===== src/rtl/database_request_arbiter_if.sv =====
// -----------------------------------------------------------------------------
// database_request_arbiter_if
//
// Bundles the engine-side and reader-side signals of the database request
// arbiter. The arbiter connects through the master modport. The engines and
// the shared stage-database reader connect through the slave modport.
//
// Handshake semantics (one rule for the whole bundle):
//   - request[i] is a level. Engine i keeps it high for as long as it wants
//     the reader. Dropping it while owning ends the grant.
//   - inspect_done[i] is a single-cycle pulse. It only matters from the
//     current owner.
//   - db_ready qualifies db_data for exactly the cycle it is high. There is no
//     backpressure: a word is either taken that cycle or lost.
//   - o_data_valid[i] qualifies o_data toward engine i for exactly one cycle.
//     At most one bit is ever set.
//
// Signals:
//   request, inspect_done  : engine -> arbiter, one bit per engine
//   db_ready, db_data      : reader -> arbiter
//   o_grant, o_owner       : one-hot grant and owner index
//   o_db_restart           : one-cycle pointer rewind pulse to the reader
//   o_db_enable            : reader enable
//   o_data, o_data_valid   : forwarded word and one-hot qualifier
//   o_busy, o_timeout      : status
//   dbg_state              : FSM state (0 IDLE, 1 RESTART, 2 SERVE, 3 RELEASE)
// -----------------------------------------------------------------------------
interface database_request_arbiter_if #(
  parameter int NUM_ENGINE    = 4,
  parameter int DATA_WIDTH_16 = 16,
  parameter int OWNER_WIDTH   = 2
);
  logic [NUM_ENGINE-1:0]    request;
  logic [NUM_ENGINE-1:0]    inspect_done;
  logic                     db_ready;
  logic [DATA_WIDTH_16-1:0] db_data;
  logic [NUM_ENGINE-1:0]    o_grant;
  logic [OWNER_WIDTH-1:0]   o_owner;
  logic                     o_db_restart;
  logic                     o_db_enable;
  logic [DATA_WIDTH_16-1:0] o_data;
  logic [NUM_ENGINE-1:0]    o_data_valid;
  logic                     o_busy;
  logic                     o_timeout;
  logic [1:0]               dbg_state;

  modport master (
    input  request, inspect_done, db_ready, db_data,
    output o_grant, o_owner, o_db_restart, o_db_enable,
           o_data, o_data_valid, o_busy, o_timeout, dbg_state
  );

  modport slave (
    output request, inspect_done, db_ready, db_data,
    input  o_grant, o_owner, o_db_restart, o_db_enable,
           o_data, o_data_valid, o_busy, o_timeout, dbg_state
  );
endinterface


===== src/rtl/database_request_arbiter.sv =====
// -----------------------------------------------------------------------------
// database_request_arbiter
//
// Round-robin arbiter that shares one stage-database reader among NUM_ENGINE
// scale engines. Each grant starts with a one-cycle pointer rewind (RESTART).
// During SERVE, reader words are forwarded to the owner only. The grant is
// released on the owner's inspect_done or when the owner drops its request.
// After a release, the search for the next owner starts one position past the
// engine that just finished.
//
// Ports:
//   clk    : rising-edge clock
//   reset  : asynchronous, active-high; drops any grant immediately
//   bus    : database_request_arbiter_if.master (see interface header)
//
// Optional feature, enabled by the macro ARB_TIMEOUT_EN:
//   A grant is forcibly released after MAX_HOLD SERVE cycles, and o_timeout
//   pulses together with the grant drop. Without the macro, o_timeout is
//   always 0 and a grant may be held indefinitely.
// -----------------------------------------------------------------------------
module database_request_arbiter #(
  parameter int NUM_ENGINE    = 4,
  parameter int DATA_WIDTH_16 = 16,
  parameter int OWNER_WIDTH   = 2,
  parameter int MAX_HOLD      = 1024
) (
  input  logic                        clk,
  input  logic                        reset,
  database_request_arbiter_if.master  bus
);

  typedef enum logic [1:0] {
    S_IDLE    = 2'd0,
    S_RESTART = 2'd1,
    S_SERVE   = 2'd2,
    S_RELEASE = 2'd3
  } state_e;

  state_e                   state_q, state_d;
  logic [NUM_ENGINE-1:0]    grant_q, grant_d;
  logic [OWNER_WIDTH-1:0]   owner_q, owner_d;
  logic [OWNER_WIDTH-1:0]   last_q, last_d;
  logic                     restart_q, restart_d;
  logic                     enable_q, enable_d;
  logic [DATA_WIDTH_16-1:0] data_q, data_d;
  logic [NUM_ENGINE-1:0]    valid_q, valid_d;
  logic                     timeout_q, timeout_d;

  logic                     sel_found;
  logic [OWNER_WIDTH-1:0]   sel_idx;
  logic [OWNER_WIDTH-1:0]   cand;
  logic                     owner_release;
  logic                     timeout_hit;
  logic                     release_now;

  // Rotating-priority search: the first requester at or above last_owner+1,
  // wrapping modulo NUM_ENGINE. The last owner is visited last, so a busy
  // engine cannot starve the others.
  always_comb begin
    sel_found = 1'b0;
    sel_idx   = '0;
    cand      = '0;
    for (int i = 1; i <= NUM_ENGINE; i++) begin
      cand = OWNER_WIDTH'((int'(last_q) + i) % NUM_ENGINE);
      if (!sel_found && bus.request[cand]) begin
        sel_found = 1'b1;
        sel_idx   = cand;
      end
    end
  end

  // Only the owner's done/request bits can end a grant. Any other engine's
  // bits are ignored here.
  assign owner_release = bus.inspect_done[owner_q] | ~bus.request[owner_q];
  assign release_now   = owner_release | timeout_hit;

`ifdef ARB_TIMEOUT_EN
  localparam int HOLD_W = $clog2(MAX_HOLD + 1);
  logic [HOLD_W-1:0] hold_q, hold_d;

  // hold_q holds the number of SERVE cycles already completed. While it
  // equals MAX_HOLD-1, the current cycle is the MAX_HOLD-th SERVE cycle.
  assign timeout_hit = (state_q == S_SERVE) && (hold_q == HOLD_W'(MAX_HOLD - 1));

  always_comb begin
    hold_d = hold_q;
    if (state_q == S_RESTART) begin
      hold_d = '0;
    end else if (state_q == S_SERVE) begin
      hold_d = hold_q + HOLD_W'(1);
    end
  end

  always_ff @(posedge clk or posedge reset) begin
    if (reset) begin
      hold_q <= '0;
    end else begin
      hold_q <= hold_d;
    end
  end
`else
  // Feature compiled out. A non-positive limit is meaningless, so this is
  // constant 0 for every legal MAX_HOLD.
  assign timeout_hit = (MAX_HOLD < 0);
`endif

  // State register together with the registered outputs.
  always_ff @(posedge clk or posedge reset) begin
    if (reset) begin
      state_q   <= S_IDLE;
      grant_q   <= '0;
      owner_q   <= '0;
      last_q    <= OWNER_WIDTH'(NUM_ENGINE - 1);
      restart_q <= 1'b0;
      enable_q  <= 1'b0;
      data_q    <= '0;
      valid_q   <= '0;
      timeout_q <= 1'b0;
    end else begin
      state_q   <= state_d;
      grant_q   <= grant_d;
      owner_q   <= owner_d;
      last_q    <= last_d;
      restart_q <= restart_d;
      enable_q  <= enable_d;
      data_q    <= data_d;
      valid_q   <= valid_d;
      timeout_q <= timeout_d;
    end
  end

  // Next-state logic.
  always_comb begin
    state_d = state_q;
    case (state_q)
      S_IDLE:    if (sel_found) state_d = S_RESTART;
      S_RESTART: state_d = S_SERVE;
      S_SERVE:   if (release_now) state_d = S_RELEASE;
      S_RELEASE: state_d = S_IDLE;
      default:   state_d = S_IDLE;
    endcase
  end

  // Output logic: next values of the registered outputs.
  always_comb begin
    grant_d   = grant_q;
    owner_d   = owner_q;
    last_d    = last_q;
    restart_d = 1'b0;
    enable_d  = enable_q;
    data_d    = data_q;
    valid_d   = '0;
    timeout_d = 1'b0;
    case (state_q)
      S_IDLE: begin
        if (sel_found) begin
          grant_d   = NUM_ENGINE'(1) << sel_idx;
          owner_d   = sel_idx;
          restart_d = 1'b1;
        end
      end
      S_RESTART: begin
        enable_d = 1'b1;
      end
      S_SERVE: begin
        // grant_q is still the owner's bit in the release cycle, so a word
        // arriving together with the release is still delivered.
        if (bus.db_ready) begin
          data_d  = bus.db_data;
          valid_d = grant_q;
        end
        if (release_now) begin
          grant_d   = '0;
          enable_d  = 1'b0;
          timeout_d = timeout_hit & ~owner_release;
        end
      end
      S_RELEASE: begin
        last_d = owner_q;
      end
      default: ;
    endcase
  end

  assign bus.o_grant      = grant_q;
  assign bus.o_owner      = owner_q;
  assign bus.o_db_restart = restart_q;
  assign bus.o_db_enable  = enable_q;
  assign bus.o_data       = data_q;
  assign bus.o_data_valid = valid_q;
  assign bus.o_busy       = (state_q != S_IDLE);
  assign bus.o_timeout    = timeout_q;
  assign bus.dbg_state    = state_q;

endmodule


===== src/flat_wrapper.sv =====
// flat-port wrapper written by rule: the top's interface ports become plain ports
module database_request_arbiter_flat 
#(
  parameter int NUM_ENGINE    = 4,
  parameter int DATA_WIDTH_16 = 16,
  parameter int OWNER_WIDTH   = 2,
  parameter int MAX_HOLD      = 1024
)
  (clk, reset, bus_request, bus_inspect_done, bus_db_ready, bus_db_data, bus_o_grant, bus_o_owner, bus_o_db_restart, bus_o_db_enable, bus_o_data, bus_o_data_valid, bus_o_busy, bus_o_timeout, bus_dbg_state);
  database_request_arbiter_if #(.NUM_ENGINE(NUM_ENGINE), .DATA_WIDTH_16(DATA_WIDTH_16), .OWNER_WIDTH(OWNER_WIDTH)) bus_i ();
  input  logic clk;
  input  logic reset;
  input wire logic [$bits(bus_i.request)-1:0] bus_request;
  input wire logic [$bits(bus_i.inspect_done)-1:0] bus_inspect_done;
  input wire logic [$bits(bus_i.db_ready)-1:0] bus_db_ready;
  input wire logic [$bits(bus_i.db_data)-1:0] bus_db_data;
  output wire logic [$bits(bus_i.o_grant)-1:0] bus_o_grant;
  output wire logic [$bits(bus_i.o_owner)-1:0] bus_o_owner;
  output wire logic [$bits(bus_i.o_db_restart)-1:0] bus_o_db_restart;
  output wire logic [$bits(bus_i.o_db_enable)-1:0] bus_o_db_enable;
  output wire logic [$bits(bus_i.o_data)-1:0] bus_o_data;
  output wire logic [$bits(bus_i.o_data_valid)-1:0] bus_o_data_valid;
  output wire logic [$bits(bus_i.o_busy)-1:0] bus_o_busy;
  output wire logic [$bits(bus_i.o_timeout)-1:0] bus_o_timeout;
  output wire logic [$bits(bus_i.dbg_state)-1:0] bus_dbg_state;
  assign bus_i.request = bus_request;
  assign bus_i.inspect_done = bus_inspect_done;
  assign bus_i.db_ready = bus_db_ready;
  assign bus_i.db_data = bus_db_data;
  assign bus_o_grant = bus_i.o_grant;
  assign bus_o_owner = bus_i.o_owner;
  assign bus_o_db_restart = bus_i.o_db_restart;
  assign bus_o_db_enable = bus_i.o_db_enable;
  assign bus_o_data = bus_i.o_data;
  assign bus_o_data_valid = bus_i.o_data_valid;
  assign bus_o_busy = bus_i.o_busy;
  assign bus_o_timeout = bus_i.o_timeout;
  assign bus_dbg_state = bus_i.dbg_state;
  database_request_arbiter #(.NUM_ENGINE(NUM_ENGINE), .DATA_WIDTH_16(DATA_WIDTH_16), .OWNER_WIDTH(OWNER_WIDTH), .MAX_HOLD(MAX_HOLD)) u_core (.clk(clk), .reset(reset), .bus(bus_i));
endmodule

===== config.mk =====
export PLATFORM = sky130hd
export DESIGN_NAME = database_request_arbiter_flat
export DESIGN_NICKNAME = d
export VERILOG_FILES = /design/src/rtl/database_request_arbiter_if.sv /design/src/rtl/database_request_arbiter.sv /design/src/flat_wrapper.sv
export SDC_FILE = /design/constraint.sdc
export NUM_CORES = 1
export LEC_CHECK = 0
export ABC_AREA = 1
export CAP_MARGIN = 20
export CORE_MARGIN = 2
export CORE_UTILIZATION = 35
export CTS_CLUSTER_SIZE = 28
export DETAILED_ROUTE_END_ITERATION = 8
export GPL_TIMING_DRIVEN = 0
export PLACE_DENSITY_LB_ADDON = 0.12
export SLEW_MARGIN = 30
export SYNTH_ARGS = -nofsm -noshare
export SYNTH_HDL_FRONTEND = slang
export SYNTH_SLANG_ARGS = --single-unit

===== constraint.sdc =====
create_clock -name clk -period 1.9 [get_ports clk]
set_clock_uncertainty 0.2 [all_clocks]
set_input_delay 0.19 -clock clk [delete_from_list [all_inputs] [get_ports clk]]
set_output_delay 0.19 -clock clk [all_outputs]
set_load 0.02 [all_outputs]

**Word-level counts from Yosys, hierarchy flattened**

Cells that the tools add are included.
W data, S select, Z words.

- Bits in registers: 32
- Output and inout bits: 32
- Logic and storage cells: 72

- $add $sub $neg: 4
- $lt $le $gt $ge: 5
- Equality and inequality tests: 5
- Shift-type cells: 1
- Mux-type cells: 32
- Bitwise logic cells: 2
- Reductions and logical operators: 15

Operators with widths:

| kind | count |
|---|---|
| $mux W4 | 4 |
| $lt A2 B3 Y1 const B | 5 |
| $mux W1 | 13 |
| $bmux W1 S2 | 6 |
| $mux W2 | 6 |
| $pmux W2 S4 | 1 |
| $pmux W4 S2 | 1 |
| $reduce_and A2 Y1 | 4 |
| $reduce_bool A2 Y1 | 3 |
| $add A2 B1 Y2 const B | 2 |
| $add A2 B2 Y2 const B | 2 |
| $eq A2 B2 Y1 const B | 2 |
| $ne A2 B1 Y1 const B | 2 |
| $shl A1 B2 Y4 const A | 1 |
| $logic_and A1 B1 Y1 | 3 |
| $logic_not A1 Y1 | 3 |
| $reduce_and A3 Y1 | 1 |
| $eq A2 B1 Y1 const B | 1 |
| $logic_not A2 Y1 | 1 |
| $pmux W1 S2 | 1 |
| $not A1 Y1 | 1 |
| $or A1 B1 Y1 | 1 |

**Longest topological paths before layout**

Gate-level depths: netlist of the first run.

- Depth after elaboration: 16
- Depth in mapped cells: 13
- Gate-level depth less buffers: 12

**Worst setup path before layout of the first run**

No wires, ideal clock.

- Path kind: register to register
- Start: reg u_core.state_q[0] (netlist: u_core.bus.dbg_state[0])
- End: reg u_core.data_q[0] (netlist: u_core.bus.o_data[0])
- Library setup time: 0.125 ns
- Arrival: 1.581 ns
- Setup slack: -0.006 ns
- Cell stages (with the launch flop): 6
- Buffers on the path: 1
- Clock period less this slack: 1.906 ns
- Path through: dfrtp_1 > inv_1 > ha_1 > nand2_1 > clkbuf_1 > mux2_2

- Longest elaborated chain between the ends: 2

Ends and longest elaborated chain:

| what | line | RTL |
|---|---|---|
| start: declaration | database_request_arbiter.sv:39 | `state_e state_q, state_d;` |
| start signal: assignment | database_request_arbiter.sv:120 | `state_q <= state_d;` |
| $eq A2 B2 Y1 | database_request_arbiter.sv:154 | `case (state_q)` |
| $reduce_and A2 Y1 (no source line) | n/a |  |
| end signal: assignment | database_request_arbiter.sv:126 | `data_q <= data_d;` |
| end: declaration | database_request_arbiter.sv:45 | `logic [DATA_WIDTH_16-1:0] data_q, data_d;` |

No other way between the ends.
A chain may end at the register's enable or synchronous reset.

**Worst setup path in the final report of the first run**

- Start: reg u_core.state_q[1] (netlist: u_core.bus.dbg_state[1])
- End: out bus_o_busy

- Longest elaborated chain between the ends: 1

Ends and longest elaborated chain:

| what | line | RTL |
|---|---|---|
| $reduce_bool A2 Y1 | database_request_arbiter.sv:191 | `assign bus.o_busy = (state_q != S_IDLE);` |
| end: declaration | flat_wrapper.sv:23 | `output wire logic [$bits(bus_i.o_busy)-1:0] bus_o_busy;` |

No other way between the ends.

==> impl_metrics.tcl, run 1 <==
set metrics [dict create \
    status "finished clean" \
    max_freq_mhz 542 \
    crit_slowest_cell "dfrtp_1" \
    drtIter0Drc 37 \
    hold_ws_ns 0.132 \
    cts_tree "yes" \
    yosysTopAreaCell "dfrtp_1" \
    nFillCells 429 \
    ioPinCount 59 \
    synth_seq_cells 32 \
    synth_top_flop_cell "dfrtp_1" \
    die_w_um 73.1 \
    setup_viol 0 \
    pre_cts_ws_ns -0.0107 \
    die_h_um 73.1 \
    portBuffers 57 \
    ant_nets 0 \
    worstSetupPathType "flip-flop to primary output" \
    drt-total-wl_mm 3.65 \
    syn_inst 181 \
    fin_crit_sh_pct 97.2 \
    syn_avg_cell_area_um2 9.23 \
    grtUsageTotal_pct 14.0 \
    numCtsBuffers 5 \
    antenna_found_initial 0 \
    clk_latency_ns 0.28 \
    cp-start-kind "flip-flop" \
    yosysWarnings 0 \
    htree_num_levels 2 \
    synth.distinct_cells 25 \
    synth.area.top_cells "dfrtp_1, nand2_1, mux2_2, nand2_2, ha_1" \
    drive_above_1_share_pct 28.3 \
    drc 0 \
    crit_chain "inv_1 > ha_4 > inv_1 > dlygate4sd2_1" \
    cp.required_ns 1.51 \
    synthTopCellsByCount "nand2_1, dfrtp_1, inv_1, mux2_2, nand2_2" \
    rsz0062_at_grt "yes" \
    wl_met2_mm 1.66 \
    ys_seq_area_share_pct 48.1 \
    synth_nets 213 \
    relSlewSlack_pct 55.5 \
    period_needed_ns 1.85 \
    synth_edf_count 0 \
    grt_max_degree 33 \
    ctsHoldBuffers 0 \
    max_stage_delay_ns 0.42 \
    first_pass_iters 4 \
    via_count 1395 \
    clk_path_buf_depth 2 \
    diodes 0 \
    worstPathArrival_ns 1.46 \
    highest_layer "met4" \
    syn2layout_area_growth_pct 47.7 \
    reg2reg_from "u_core.last_q[0]" \
    async_flop_share_pct 100 \
    gp_congestion 0.809 \
    ir_worst_vdd_mv 0.823 \
    cts-root-buf "clkbuf_8" \
    dp_hpwl_mm 2.71 \
    powerDensity_nw_per_um2 1770 \
    path_common_cell "inv_1" \
    start_util_pct 35.8 \
    wl_per_cell_um 12.1 \
    path_max_fanout 5 \
    p_leak_nw 1.14 \
    drv_cap 0 \
    drt-vias-per-instance 4.63 \
    wl_met3_um 308 \
    fin_ws_ns 0.0535 \
    final_hold_viol_count 0 \
    hold_class "primary input to async pin" \
    netlist_area_um2 1670 \
    cp-end-kind "primary output" \
    rows 25 \
    overflow 0 \
    tightestPinTransition_ns 0.667 \
    rrSetupSlack_ns 0.09 \
    fin_nets 279 \
    synth_top_cell_area_share_pct 44.9 \
    wl_met1_mm 1.65 \
    die_area_um2 5340 \
    ff2ff_path_depth 11 \
    drv_slew 0 \
    grt_pass1_wl_mm 5.69 \
    synth_most_common_cell "nand2_1" \
    clock_sinks 32 \
    core_area_um2 4660 \
    grt_pass1_vias 1268 \
    clkTransAtPathRegs_ns 0.07 \
    regToRegEndpoint "u_core.bus.o_grant[0]" \
]
[stage by stage]
step	power [W]	util (%)	instances	area [um2]	setup TNS (ns)
2_1_floorplan	0.00283	-	181	1670	0
3_3_place_gp	0.00367	49.6	292	2310	-0.0177
5_1_grt	0.00473	52.9	301	2470	-0.149
6_report	0.00437	52.9	301	2470	0
3_5_place_dp	0.00371	49.6	292	2310	-0.0107
4_1_cts	0.00422	51.5	299	2400	0
[area by class of cell]
type	count	area, um2	share of cell area [%]
multi-input cells	125	817	33.1
flip-flops and latches	32	803	32.6
repair buffers	59	584	23.7
inverters	20	80.1	3.25
clock buffers	6	72.6	2.94
well taps	54	67.6	2.74
plain buffers	4	37.5	1.52
clock inverters	1	5.00	0.203
[placed cells by master (no fill, tap or decap), drive strengths merged]
master and instances:
buf 4, nor2 11, nand3 14, a21oi 1, dfrtp 30, clkdlybuf4s50 56, clkbuf 8, o21ai 6
mux2 16, clkinv 1, dfstp 2, ha 5, conb 1, nand3b 1, dlygate4sd2 1, inv 20
nand2 68, o211ai 2
[how the worst max path moves through the flow]
| stage | cells past startpoint | end | start |
|---|---|---|---|
| after global routing | 13 | u_core.bus.o_grant[2] | u_core.last_q[0] |
| after floorplan | 5 | u_core.bus.o_data[10] | u_core.bus.dbg_state[0] |
| after CTS | 12 | u_core.bus.o_grant[3] | u_core.last_q[0] |
| after detailed placement | 4 | bus_o_busy | u_core.bus.dbg_state[1] |
| after global placement | 4 | bus_o_busy | u_core.bus.dbg_state[0] |
| final | 4 | bus_o_busy | u_core.bus.dbg_state[1] |
[critical path, delay by kind of cell, from the launching register on]
kind	cells	cell delay (ns)
buffers and inverters	3	0.56
adders and majority gates	1	0.20
DFF	1	0.42
[state kept, by name, indices dropped and copies added, names as in the netlist]
name and cells:
u_core.bus.o_data 16, u_core.bus.o_data_valid 4, u_core.bus.o_grant 4, u_core.bus.dbg_state 2
u_core.bus.o_owner 2, u_core.last_q 2, u_core.bus.o_db_enable 1, u_core.bus.o_db_restart 1
[layer usage]
metal  vias up  track usage, %
li1        700               -
met1       642            17.3
met2        48            21.9
met3         5            5.80
met4         0            5.35
met5         -               0
[report_power, final]
| part | leakage [nW] | switching, W | internal, W |
|---|---|---|---|
| sequential | 0.391 | 0.000176 | 0.000989 |
| combinational | 0.713 | 0.00152 | 0.00122 |
| clock | 0.0410 | 0.000230 | 0.000248 |
| total | 1.14 | 0.00192 | 0.00245 |
[logic make-up (layout without fill, tap and decap cells)]
kind of cell	after synthesis	after routing	synth area share, %
mux	16	16	10.8
buf+inv	24	90	6.44
other cells	1	1	0.225
compound gates	9	9	3.22
fa+ha+maj	5	5	3.75
simple gates	94	94	27.5
flops	32	32	48.1
[what timing repair did]
action                     in CTS  in global routing
resized for setup               3                 20
pin swaps                       0                  9
setup buffers                   0                  2
setup endpoints to repair       1                 24
No activity file was read; power rests on OpenSTA's default activity.
==> run 2, diff against run 1 <==
--- a/config.mk
+++ b/config.mk
@@ -7,8 +7,10 @@
 export LEC_CHECK = 0
 export ABC_AREA = 1
 export CAP_MARGIN = 20
+export CORE_ASPECT_RATIO = 1.25
 export CORE_MARGIN = 2
 export CORE_UTILIZATION = 35
+export CTS_CLUSTER_DIAMETER = 200
 export CTS_CLUSTER_SIZE = 28
 export DETAILED_ROUTE_END_ITERATION = 8
 export GPL_TIMING_DRIVEN = 0
==> impl_metrics.tcl, run 2 (synthesis gave the netlist of run 1 again) <==
set metrics [dict create \
    status "finished clean" \
    portBuffers 57 \
    crit_slowest_cell "dfstp_2" \
    switching_share_pct 43.8 \
    clock_sinks 32 \
    fin_ws_ns 0.0408 \
    combinationalPowerShare_pct 64.4 \
    max_stage_delay_ns 0.55 \
    cts-root-buf "clkbuf_8" \
    clk_latency_ns 0.28 \
    drt-total-wl_mm 3.79 \
    critPathLaunch "u_core.last_q[0]" \
    tightestPinTransition_ns 0.631 \
    gp_congestion 0.738 \
    clk_path_buf_depth 2 \
    power.internal_w 0.00269 \
    ant_nets 0 \
    path_max_fanout 6 \
    first_pass_iters 2 \
    relSlewSlack_pct 57.8 \
    diodes 0 \
    hold_ws_ns 0.113 \
    syn2layout_area_growth_pct 59.4 \
    grt_pass1_vias 1368 \
    die_h_um 81.2 \
    die_w_um 65.8 \
    via_count 1423 \
    grt_max_degree 33 \
    setup_viol 0 \
    grt_pass1_wl_mm 6.02 \
    drt-vias-per-instance 4.55 \
    grtUsageTotal_pct 14.8 \
    drc 0 \
    drv_cap 0 \
    dp_hpwl_mm 2.75 \
    rsz0062_at_grt "yes" \
    numCtsBuffers 5 \
    htree_num_levels 2 \
    ctsHoldBuffers 0 \
    p_clk_share_pct 10.9 \
    worstPathArrival_ns 1.88 \
    wl_per_cell_um 12.1 \
    final_hold_viol_count 0 \
    cp-end-kind "flip-flop" \
    fin_nets 284 \
    fin_crit_sh_pct 97.9 \
    powerDensity_nw_per_um2 1800 \
    die_area_um2 5340 \
    ioPinCount 59 \
    cp.required_ns 1.92 \
    p_seq_share_pct 24.7 \
    cp-start-kind "flip-flop" \
    hold_class "primary input to async pin" \
    crit_buf_inv 3 \
    rows 28 \
    crit_chain "buf_8 > clkinv_8 > buf_4 > nand2_4 > nand3_2 > nand2_2 > nor2_4 > nand2_4 > nand3_4 > nor2_4 > nand2_1 > nand2_1" \
    power_w 0.00478 \
    ir_worst_vdd_mv 0.893 \
    p_leak_nw 1.23 \
    final_util_pct 57.1 \
    layout_common_cells "clkdlybuf4s50_1, nand2_1, dfrtp_1" \
    core_area_um2 4660 \
    final_common_cell "clkdlybuf4s50_1" \
    reg2reg_from "u_core.last_q[0]" \
    worstSetupPathType "flip-flop to flip-flop" \
    pre_cts_ws_ns -0.0129 \
    drtIter0Drc 95 \
    largest_register_ffs 16 \
    drive_above_1_share_pct 34.0 \
    clkTransAtPathRegs_ns 0.06 \
    drv_slew 0 \
    overflow 0 \
    path_delay_family "simple AND/OR/NAND/NOR gates" \
    antenna_found_initial 0 \
    p_switching_w 0.00209 \
    max_freq_mhz 538 \
    cts_tree "yes" \
    period_needed_ns 1.86 \
    start_util_pct 35.8 \
]
run 2: changes by cell type in the layout (fill, tap and decap cells not counted), moves of 2 or more:
cell,change
buf_4,+4
nand2_1,-6
nand2_2,-5
nand2_4,+11
nand3_1,-3
nand3_4,+2
run 2: final cells by class:
cell class | count | area [um2]
Buffer | 4 | 37.5
Clock buffer | 8 | 90.1
Fill cell | 429 | 2000
Inverter | 20 | 87.6
Multi-Input combinational cell | 125 | 928
Sequential cell | 32 | 805
Tap cell | 60 | 75.1
Timing Repair Buffer | 64 | 639
run 2: routing by layer:
layer | vias up | GRT usage, % | wire, um
li1 | 713 | - | -
met1 | 666 | 16.5 | 1400
met2 | 37 | 25.8 | 2140
met3 | 7 | 2.91 | 172
met4 | 0 | 8.96 | 82
met5 | - | 0 | 0
run 2: what timing repair did:
item                                    4_1_cts  5_1_grt
hold endpoints to repair                      0        0
endpoints found under the setup margin        1       25
setup buffers                                 0        6
gates resized for setup                       3       47
cloned                                        0        1
pin swaps                                     0       13
run 2: worst register-to-register path, stage by stage, from the launching register on:
cell and delay (ns):
dfstp_2 0.55, buf_8 0.13, clkinv_8 0.08, buf_4 0.16
nand2_4 0.07, nand3_2 0.07, nand2_2 0.08, nor2_4 0.06
nand2_4 0.09, nand3_4 0.09, nor2_4 0.12, nand2_1 0.05
nand2_1 0.05
run 2: stage by stage:
step / cell area (um2) / setup TNS, ns / std cells
2_1_floorplan: 1670 / 0 / 181
3_3_place_gp: 2320 / -0.0129 / 298
3_5_place_dp: 2320 / -0.0129 / 298
4_1_cts: 2420 / 0 / 306
5_1_grt: 2660 / -0.299 / 313
6_report: 2660 / 0 / 313
run 2: power by group through the flow:
stage          clock network (W)  registers (W)  logic, W
2_1_floorplan                  0        0.00149   0.00134
3_3_place_gp                   0        0.00118   0.00250
3_5_place_dp                   0        0.00119   0.00252
4_1_cts                 0.000539        0.00118   0.00255
5_1_grt                 0.000575        0.00122   0.00337
6_report                0.000522        0.00118   0.00308
run 2: final timing paths:
| path | cells past startpoint | slack (ns) | endpoint |
|---|---|---|---|
| setup / recovery | 12 | 0.04 | u_core.bus.o_grant[1] |
| hold reg to reg | 2 | 0.30 | u_core.bus.o_grant[3] |
| setup reg to reg | 12 | 0.04 | u_core.bus.o_grant[1] |
| min in group clk | 2 | 0.30 | u_core.bus.o_grant[3] |
| hold / removal | 2 | 0.11 | u_core.bus.o_data[10] |
| max in group asynchronous | 2 | 0.94 | u_core.bus.dbg_state[0] |
